$ cat src/rtl/chain_pulse_sched.sv
// Pulse-train stimulus scheduler and response monitor for one NOR-inverter delay chain.
// Optional macro CHAIN_DELAY_MEAS_EN compiles in the first-edge delay counter.
module chain_pulse_sched #(
  parameter int CNT_W     = 16,
  parameter int NP_W      = 8,
  parameter int DRAIN_CYC = 64
) (
  input  logic             clk,
  input  logic             rst,
  input  logic             start,
  input  logic [CNT_W-1:0] pulse_width,
  input  logic [CNT_W-1:0] gap_width,
  input  logic [NP_W-1:0]  num_pulses,
  output logic             chain_in,
  input  logic             chain_out,
  output logic             busy,
  output logic             done,
  output logic [CNT_W:0]   out_edges,
  output logic [CNT_W-1:0] first_delay,
  output logic             timeout
);

  typedef enum logic [2:0] {
    S_IDLE  = 3'd0,
    S_HI    = 3'd1,
    S_LO    = 3'd2,
    S_DRAIN = 3'd3,
    S_DONE  = 3'd4
  } state_t;

  // done is registered one cycle behind the DONE state, so the quiet-count
  // threshold sits three below DRAIN_CYC (DRAIN_CYC must be at least 3).
  localparam int QW = $clog2(DRAIN_CYC + 1);
  localparam logic [QW-1:0] QUIET_LAST = QW'(DRAIN_CYC - 3);

  state_t           state_q, state_d;
  logic [CNT_W-1:0] pw_q, pw_d, gw_q, gw_d, cnt_q, cnt_d;
  logic [NP_W-1:0]  rem_q, rem_d;
  logic             np_nz_q, np_nz_d;
  logic [QW-1:0]    quiet_q, quiet_d;
  logic [2:0]       sync_q;
  logic             chain_in_q, chain_in_d;
  logic             busy_q, busy_d, done_q, done_d;
  logic [CNT_W:0]   edges_q, edges_d;
  logic             timeout_q, timeout_d;
  logic             accept_s, edge_s;

  assign accept_s = (state_q == S_IDLE) && start;
  assign edge_s   = sync_q[1] ^ sync_q[2];

  // Sequencer: phase timing, pulse bookkeeping and drain quiet detection.
  always_comb begin
    state_d = state_q;
    pw_d    = pw_q;
    gw_d    = gw_q;
    cnt_d   = cnt_q;
    rem_d   = rem_q;
    np_nz_d = np_nz_q;
    case (state_q)
      S_IDLE: begin
        if (start) begin
          pw_d    = (pulse_width == '0) ? CNT_W'(1) : pulse_width;
          gw_d    = (gap_width == '0) ? CNT_W'(1) : gap_width;
          rem_d   = num_pulses;
          np_nz_d = (num_pulses != '0);
          cnt_d   = '0;
          state_d = (num_pulses != '0) ? S_HI : S_DONE;
        end else begin
          state_d = S_IDLE;
        end
      end
      S_HI: begin
        if (cnt_q == pw_q - CNT_W'(1)) begin
          cnt_d   = '0;
          state_d = S_LO;
        end else begin
          cnt_d = cnt_q + CNT_W'(1);
        end
      end
      S_LO: begin
        if (cnt_q == gw_q - CNT_W'(1)) begin
          cnt_d   = '0;
          rem_d   = rem_q - NP_W'(1);
          state_d = (rem_q == NP_W'(1)) ? S_DRAIN : S_HI;
        end else begin
          cnt_d = cnt_q + CNT_W'(1);
        end
      end
      S_DRAIN: begin
        if (!edge_s && (quiet_q == QUIET_LAST)) begin
          state_d = S_DONE;
        end else begin
          state_d = S_DRAIN;
        end
      end
      S_DONE:  state_d = S_IDLE;
      default: state_d = S_IDLE;
    endcase
  end

  // Quiet counter restarts on every edge and outside DRAIN.
  always_comb begin
    quiet_d = quiet_q;
    if ((state_q != S_DRAIN) || edge_s) begin
      quiet_d = '0;
    end else if (quiet_q != QUIET_LAST) begin
      quiet_d = quiet_q + QW'(1);
    end else begin
      quiet_d = quiet_q;
    end
  end

  // Registered outputs and result counters.
  always_comb begin
    chain_in_d = (state_d == S_HI);
    busy_d     = (state_d != S_IDLE);
    done_d     = (state_q == S_DONE);
    edges_d    = edges_q;
    timeout_d  = timeout_q;
    if (accept_s) begin
      edges_d   = '0;
      timeout_d = 1'b0;
    end else begin
      if (busy_q && edge_s && (edges_q != '1)) begin
        edges_d = edges_q + (CNT_W+1)'(1);
      end else begin
        edges_d = edges_q;
      end
      if ((state_q == S_DONE) && (edges_q == '0) && np_nz_q) begin
        timeout_d = 1'b1;
      end else begin
        timeout_d = timeout_q;
      end
    end
  end

  // State, capture, synchronizer and result registers.
  always_ff @(posedge clk) begin
    if (rst) begin
      state_q    <= S_IDLE;
      pw_q       <= '0;
      gw_q       <= '0;
      cnt_q      <= '0;
      rem_q      <= '0;
      np_nz_q    <= 1'b0;
      quiet_q    <= '0;
      sync_q     <= '0;
      chain_in_q <= 1'b0;
      busy_q     <= 1'b0;
      done_q     <= 1'b0;
      edges_q    <= '0;
      timeout_q  <= 1'b0;
    end else begin
      state_q    <= state_d;
      pw_q       <= pw_d;
      gw_q       <= gw_d;
      cnt_q      <= cnt_d;
      rem_q      <= rem_d;
      np_nz_q    <= np_nz_d;
      quiet_q    <= quiet_d;
      sync_q     <= {sync_q[1:0], chain_out};
      chain_in_q <= chain_in_d;
      busy_q     <= busy_d;
      done_q     <= done_d;
      edges_q    <= edges_d;
      timeout_q  <= timeout_d;
    end
  end

`ifdef CHAIN_DELAY_MEAS_EN
  logic [CNT_W-1:0] delay_q, delay_d;
  logic             found_q, found_d;

  // Delay counts from the first HI cycle and freezes on the first detected edge.
  always_comb begin
    delay_d = delay_q;
    found_d = found_q;
    if (accept_s) begin
      delay_d = '0;
      found_d = 1'b0;
    end else if (busy_q && np_nz_q && !found_q) begin
      delay_d = (delay_q != '1) ? delay_q + CNT_W'(1) : delay_q;
      found_d = edge_s;
    end else begin
      delay_d = delay_q;
      found_d = found_q;
    end
  end

  // Delay measurement registers.
  always_ff @(posedge clk) begin
    if (rst) begin
      delay_q <= '0;
      found_q <= 1'b0;
    end else begin
      delay_q <= delay_d;
      found_q <= found_d;
    end
  end

  assign first_delay = delay_q;
`else
  assign first_delay = '0;
`endif

  assign chain_in  = chain_in_q;
  assign busy      = busy_q;
  assign done      = done_q;
  assign out_edges = edges_q;
  assign timeout   = timeout_q;

endmodule

$ cat config.mk
export PLATFORM = sky130hd
export DESIGN_NAME = chain_pulse_sched
export DESIGN_NICKNAME = d
export VERILOG_FILES = /design/src/rtl/chain_pulse_sched.sv
export SDC_FILE = /design/constraint.sdc
export NUM_CORES = 1
export LEC_CHECK = 0
export BUFFER_PORTS_ARGS = -buffer_cell sky130_fd_sc_hd__buf_2
export CAP_MARGIN = 40
export CORE_AREA = 4 4 138 127
export DETAILED_ROUTE_END_ITERATION = 16
export DIE_AREA = 0 0 142 131
export SLEW_MARGIN = 20
export SYNTH_ARGS = -nofsm -noshare
export SYNTH_HDL_FRONTEND = slang
export SYNTH_SLANG_ARGS = --single-unit
$ cat constraint.sdc
create_clock -name clk -period 4.4 [get_ports clk]
set_input_delay 0.88 -clock clk [delete_from_list [all_inputs] [get_ports clk]]
set_output_delay 0.88 -clock clk [all_outputs]
set_load 0.1 [all_outputs]
# [Word level (Yosys, flattened, before mapping)]
# Index checks and enable logic that the tools add are counted.
[word_totals] register_bits=91 input_bits=44 elab_cells=71
[op_classes] addsub=6 n_eq_ne=14 mux=16 bitwise=1 n_reduce_logical=21
[ops] operator="16-bit two-way mux" count=5
[ops] operator="16-bit case mux with 3 select lines" count=1
[ops] operator="16-bit == test" count=2
[ops] operator="16-bit logical NOT" count=2
[ops] operator="16-bit by 1-bit subtractor with 16-bit output, second input constant" count=2
[ops] operator="17-bit by 1-bit adder with 17-bit output, second input constant" count=1
[ops] operator="17-bit logical NOT" count=1
[ops] operator="17-bit != test, second input constant" count=1
[ops] operator="16-bit by 1-bit adder with 16-bit output, second input constant" count=1
[ops] operator="8-bit two-way mux" count=2
[ops] operator="8-bit case mux with 2 select lines" count=1
[ops] operator="3-bit two-way mux" count=5
[ops] operator="3-bit case mux with 4 select lines" count=1
[ops] operator="8-bit by 1-bit == test with 1-bit output, second input constant" count=1
[ops] operator="8-bit nonzero test" count=1
[ops] operator="8-bit by 1-bit subtractor with 8-bit output, second input constant" count=1
[ops] operator="7-bit by 1-bit adder with 7-bit output, second input constant" count=1
[ops] operator="7-bit by 6-bit == test with 1-bit output, second input constant" count=1
[ops] operator="7-bit by 6-bit != test with 1-bit output, second input constant" count=1
[ops] operator="3-bit by 1-bit == test with 1-bit output, second input constant" count=2
[ops] operator="3-bit by 2-bit == test with 1-bit output, second input constant" count=2
[ops] operator="1-bit logical AND" count=6
[ops] operator="3-bit nonzero test" count=2
[ops] operator="2-bit != test, second input constant" count=2
[ops] operator="other kinds (11)" count=13

# [Logic depth before layout (Yosys ltp)]
[logic_depth] depth_word=6 mapped_depth=12

# [Worst setup path after synthesis]
# OpenSTA, ideal clock, no wires.
[synth_path] path_type="register to register" from="reg edges_q[8] (netlist: out_edges[8])" to="reg edges_q[12] (netlist: out_edges[12])" arrival_time_ns=3.342 required_time_ns=4.330 path_slack_ns=0.987 stages_incl_launch_ff=13 cell_sequence="dfxtp_1 > and3_1 > and3_1 > and4_1 > nand2_1 > nor3_1 > ha_1 > nor3b_1 > nand2_1 > or2_2 > clkbuf_1 > or3_1 > a21oi_1"
[synth_via] elab_chain_len=2
[synth_rtl] item="start, declared" line_no="44" source="logic [CNT_W:0] edges_q, edges_d;"
[synth_rtl] item="start signal, assigned" line_no="165" source="edges_q <= edges_d;"
[synth_rtl] item="parallel branches: the longest is 2 deep, another holds 17-bit by 1-bit adder with 17-bit output"
# Parallel ways; which one is timed is not known.
# A chain may end at the register's enable or synchronous reset.

# [Worst setup path after layout]
[layout_path] from="reg pw_q[0]" to="reg cnt_q[14]"
[layout_via] elab_chain_len=4
[layout_rtl] item="start, declared" line_no="37" source="logic [CNT_W-1:0] pw_q, pw_d, gw_q, gw_d, cnt_q, cnt_d;"
[layout_rtl] item="start signal, assigned" line_no="155" source="pw_q <= pw_d;"
[layout_rtl] item="16-bit by 1-bit subtractor with 16-bit output" line_no="73" source="if (cnt_q == pw_q - CNT_W'(1)) begin"
[layout_rtl] item="16-bit == test" line_no="73"
[layout_rtl] item="16-bit two-way mux" line_no="73"
[layout_rtl] item="16-bit case mux with 3 select lines" line_no="59" source="case (state_q)"
[layout_rtl] item="end signal, assigned" line_no="157" source="cnt_q <= cnt_d;"
[layout_rtl] item="end, declared" line_no="37"
# No other way between the ends.

==> impl_results.md <==
- Register area share after synthesis: 32.8%
- WHS: 0.448 ns
- Maximum clock path buffer count: 2
- Most frequent cell after synthesis: dfxtp_1
- Largest net degree at the start of global routing: 36
- Simple-Gate Fraction of Synth Area: between 20% and 30%
- Combinational family with the most area after synthesis: simple AND/OR/NAND/NOR gates
- LEAKAGE: about 2.4 nW
- Area Overhead vs Synth: 12.0%
- Synthesized area: 0.00555 mm²
- Slew margin rel.: 51.0%
- Num Clock Sinks: 91
- Setup repair bufs after CTS: 0
- Top Ports: 81
- Unrepaired setup endpoints after global routing: false
- Synth Instances: 677
- Final setup viols: 0
- N_diodes: 0
- Worst reg2reg setup slack: between 0.8 and 0.9 ns
- Worst Path Class, Setup: reg -> reg
- Max Slew Vio Count: 0
- Post-detailed-route wirelength per cell: 15.4 µm
- Synthesis Warnings: 0
- Top cell type's share of synthesized area: about a third
- Primary FF master, synth: dfxtp_1
- Mux share of post-synthesis cell area: less than 1%
- Critical path endpoint: cnt_q[14]
- Initial DRC Count: 247
- Critical Path Start: pw_q[0]
- Buf+Inv Stages, Crit Path: 2
- Worst Skew: ~0.0082 ns
- Nets: roughly 770
- Synth cell count leaders: 91 x dfxtp_1, 80 x nand2_1, 47 x nor2_1
- Vias in the first global route: 4464
- Fraction of registers with async set/reset: 0%
- Post_cts resized: 0
- CP Data Required Time: 4.64 ns
- Die area: 0.0186 mm²
- Ranking of synthesized cells by area: dfxtp_1 33%, nand2_1 5.4%, xnor2_1 4.6%, xor2_1 4.4%, a21oi_1 3.9%
- Die Height: 131 µm
- CP arrival: 3.76 ns
- Hold Crit Class: reg -> reg
- Total power: approximately 2.1 mW
- Critical Path Fanout Max: 10
- Router iterations before antenna repair: 5
- Cell taking the most area after synthesis: dfxtp_1
- Number of synthesized register bits: 91
- Share of layout cells above drive strength 1: 16.0%
- DRC viols: 0
- Largest stage delay, worst path: roughly 0.52 ns
- DP HPWL: 10.6 mm
- Final Hold Fails: 0
- Post-Synth Adder-Cell Area: under 10%
- Chip width: 142 µm
- TritonCTS Buffers: 9
- PD cells: 344 mW/mm²
- Port Buffer Count: 64
- Global placement routability congestion: 0.836
- Post-DRT Antenna Nets: 0
- Fin crit period: ~3.5 ns
- Critical Path, Cell by Cell: inv_1 -> ha_1 -> or3b_1 -> or4_1 -> a211oi_1 -> o22ai_1 -> nor4_2 -> or2_1 -> buf_4 -> a21oi_1 -> a22o_1
- Synth Area in Compound Gates: 19.6%
- Remaining global-route overflow: 0
- Reg2reg end: cnt_q[14]
- Max Freq: 285 MHz
- Final WL: about 14 mm
- Max-Cap Viols: 0
- First-pass GRT wire length: 23.2 mm
- Status: finished clean
- Avg Inst Size Synth: 8.20 µm²
- Worst Tran Pin Value: 0.729 ns
- Post-synth cell types: 74
- Total Routing Usage GR: 15.5%
- Crit start category: flop
- CTS Root Cell: clkbuf_16
- Hold buffers post-CTS: 0
- EDFF count, synth: 0
- # fillers: 1646
- Row count: 44
- Worst skew pair latency: 0.35 ns
- Maximum vdd drop: 0.164 mV
- Initial Util: 34.7%
- Avg Vias per Cell: 5.42
- Initial antenna violation count: 0
- CP endpoint kind: flop
- CTS tree: yes
- Slowest cell on crit path: or4_1
- Reg clk slew, reported paths: ~0.07 ns
- Hold Crit Start: sync_q[0]
- FF-to-FF path depth: 11
- CP top delay family: simple AND/OR/NAND/NOR gates
- Critical Path Stages: 11
- Reg2reg start: pw_q[0]
- Xor/xnor share of the synthesized area: 8.99%
- Core area: 0.0160 mm²
- Fin Setup TNS: 0 ns
- Via count: 5028
- Final Cycle Share: 79.8%
- H-tree depth reported by CTS: 3
==> final cells by class <==
cell class                 count  area (µm²)  area share (%)
clock inverter                 6        66.3            1.07
tap                          207         259            4.16
inverter                      16        60.1           0.966
multi-input combinational    527        3410            54.8
timing repair buffer          72         380            6.12
sequential                    91        1820            29.3
clock buffer                   9         225            3.62
==> stage by stage <==
stage	worst slack, ns	cell area [µm²]	utilization [%]	std cells
final	0.888	6220	38.8	928
after global routing	0.631	6220	38.8	928
after CTS	0.907	6220	38.8	928
after detailed placement	0.933	5930	37.0	913
after global placement	0.981	5930	37.0	913
after floorplan	0.987	5610	-	692
==> worst min path at each step <==
stage | end | slack (ns) | cells past startpoint
after floorplan | sync_q[1] | 0.41 | 1
after global placement | sync_q[1] | 0.42 | 1
after detailed placement | sync_q[1] | 0.43 | 1
after CTS | sync_q[1] | 0.45 | 1
after global routing | sync_q[1] | 0.46 | 1
final | sync_q[1] | 0.45 | 1
==> report_power, final <==
part           total, mW  internal, mW  switching [mW]
Sequential         0.921         0.860          0.0602
Combinational      0.444         0.161           0.283
Clock              0.778         0.439           0.339
==> layout by cell type, fill, tap and decap left out, types with 5 or more instances in the layout <==
cell       count
nand4_1       16
or4_1          9
a22o_1        13
buf_2         64
a211oi_2       5
conb_1        16
o21ai_0       12
dfxtp_1       91
nand2b_1       9
o22a_1         5
a221oi_1       6
a21o_1         6
nor3_1        18
nand2_1       80
nand3_1       17
clkbuf_16      9
inv_1         16
nor2_1        47
xnor2_1       29
ha_1          10
buf_4          8
nor2b_1        6
or3_1         12
xor2_1        28
nor4_1        25
a211oi_1      14
and3_1        14
or2_2          5
nor4b_1        6
a21oi_1       43
==> state kept, by name (all words and copies together), names as in the netlist <==
register / cells
state_q: 3
timeout: 1
pw_q: 16
quiet_q: 7
busy: 1
done: 1
out_edges: 17
gw_q: 16
np_nz_q: 1
sync_q: 3
rem_q: 8
cnt_q: 16
chain_in: 1
==> logic make-up after synthesis <==
group	count (synthesis)
buffers and inverters	74
XOR/XNOR	57
multiplexers	4
flip-flops	91
AO/OA/AOI/OAI	146
adder cells (fa/ha/maj)	10
AND/OR/NAND/NOR	294
other	1
==> per-layer routing <==
| layer | up-vias | global-route usage, % | wire [µm] |
|---|---|---|---|
| met3 | 21 | 2.58 | 614 |
| li1 | 2535 | - | - |
| met1 | 2351 | 22.7 | 7270 |
| met2 | 121 | 22.9 | 6060 |
| met5 | - | 0 | 0 |
| met4 | 0 | 5.70 | 308 |
Power figures use the tool's default switching activity.
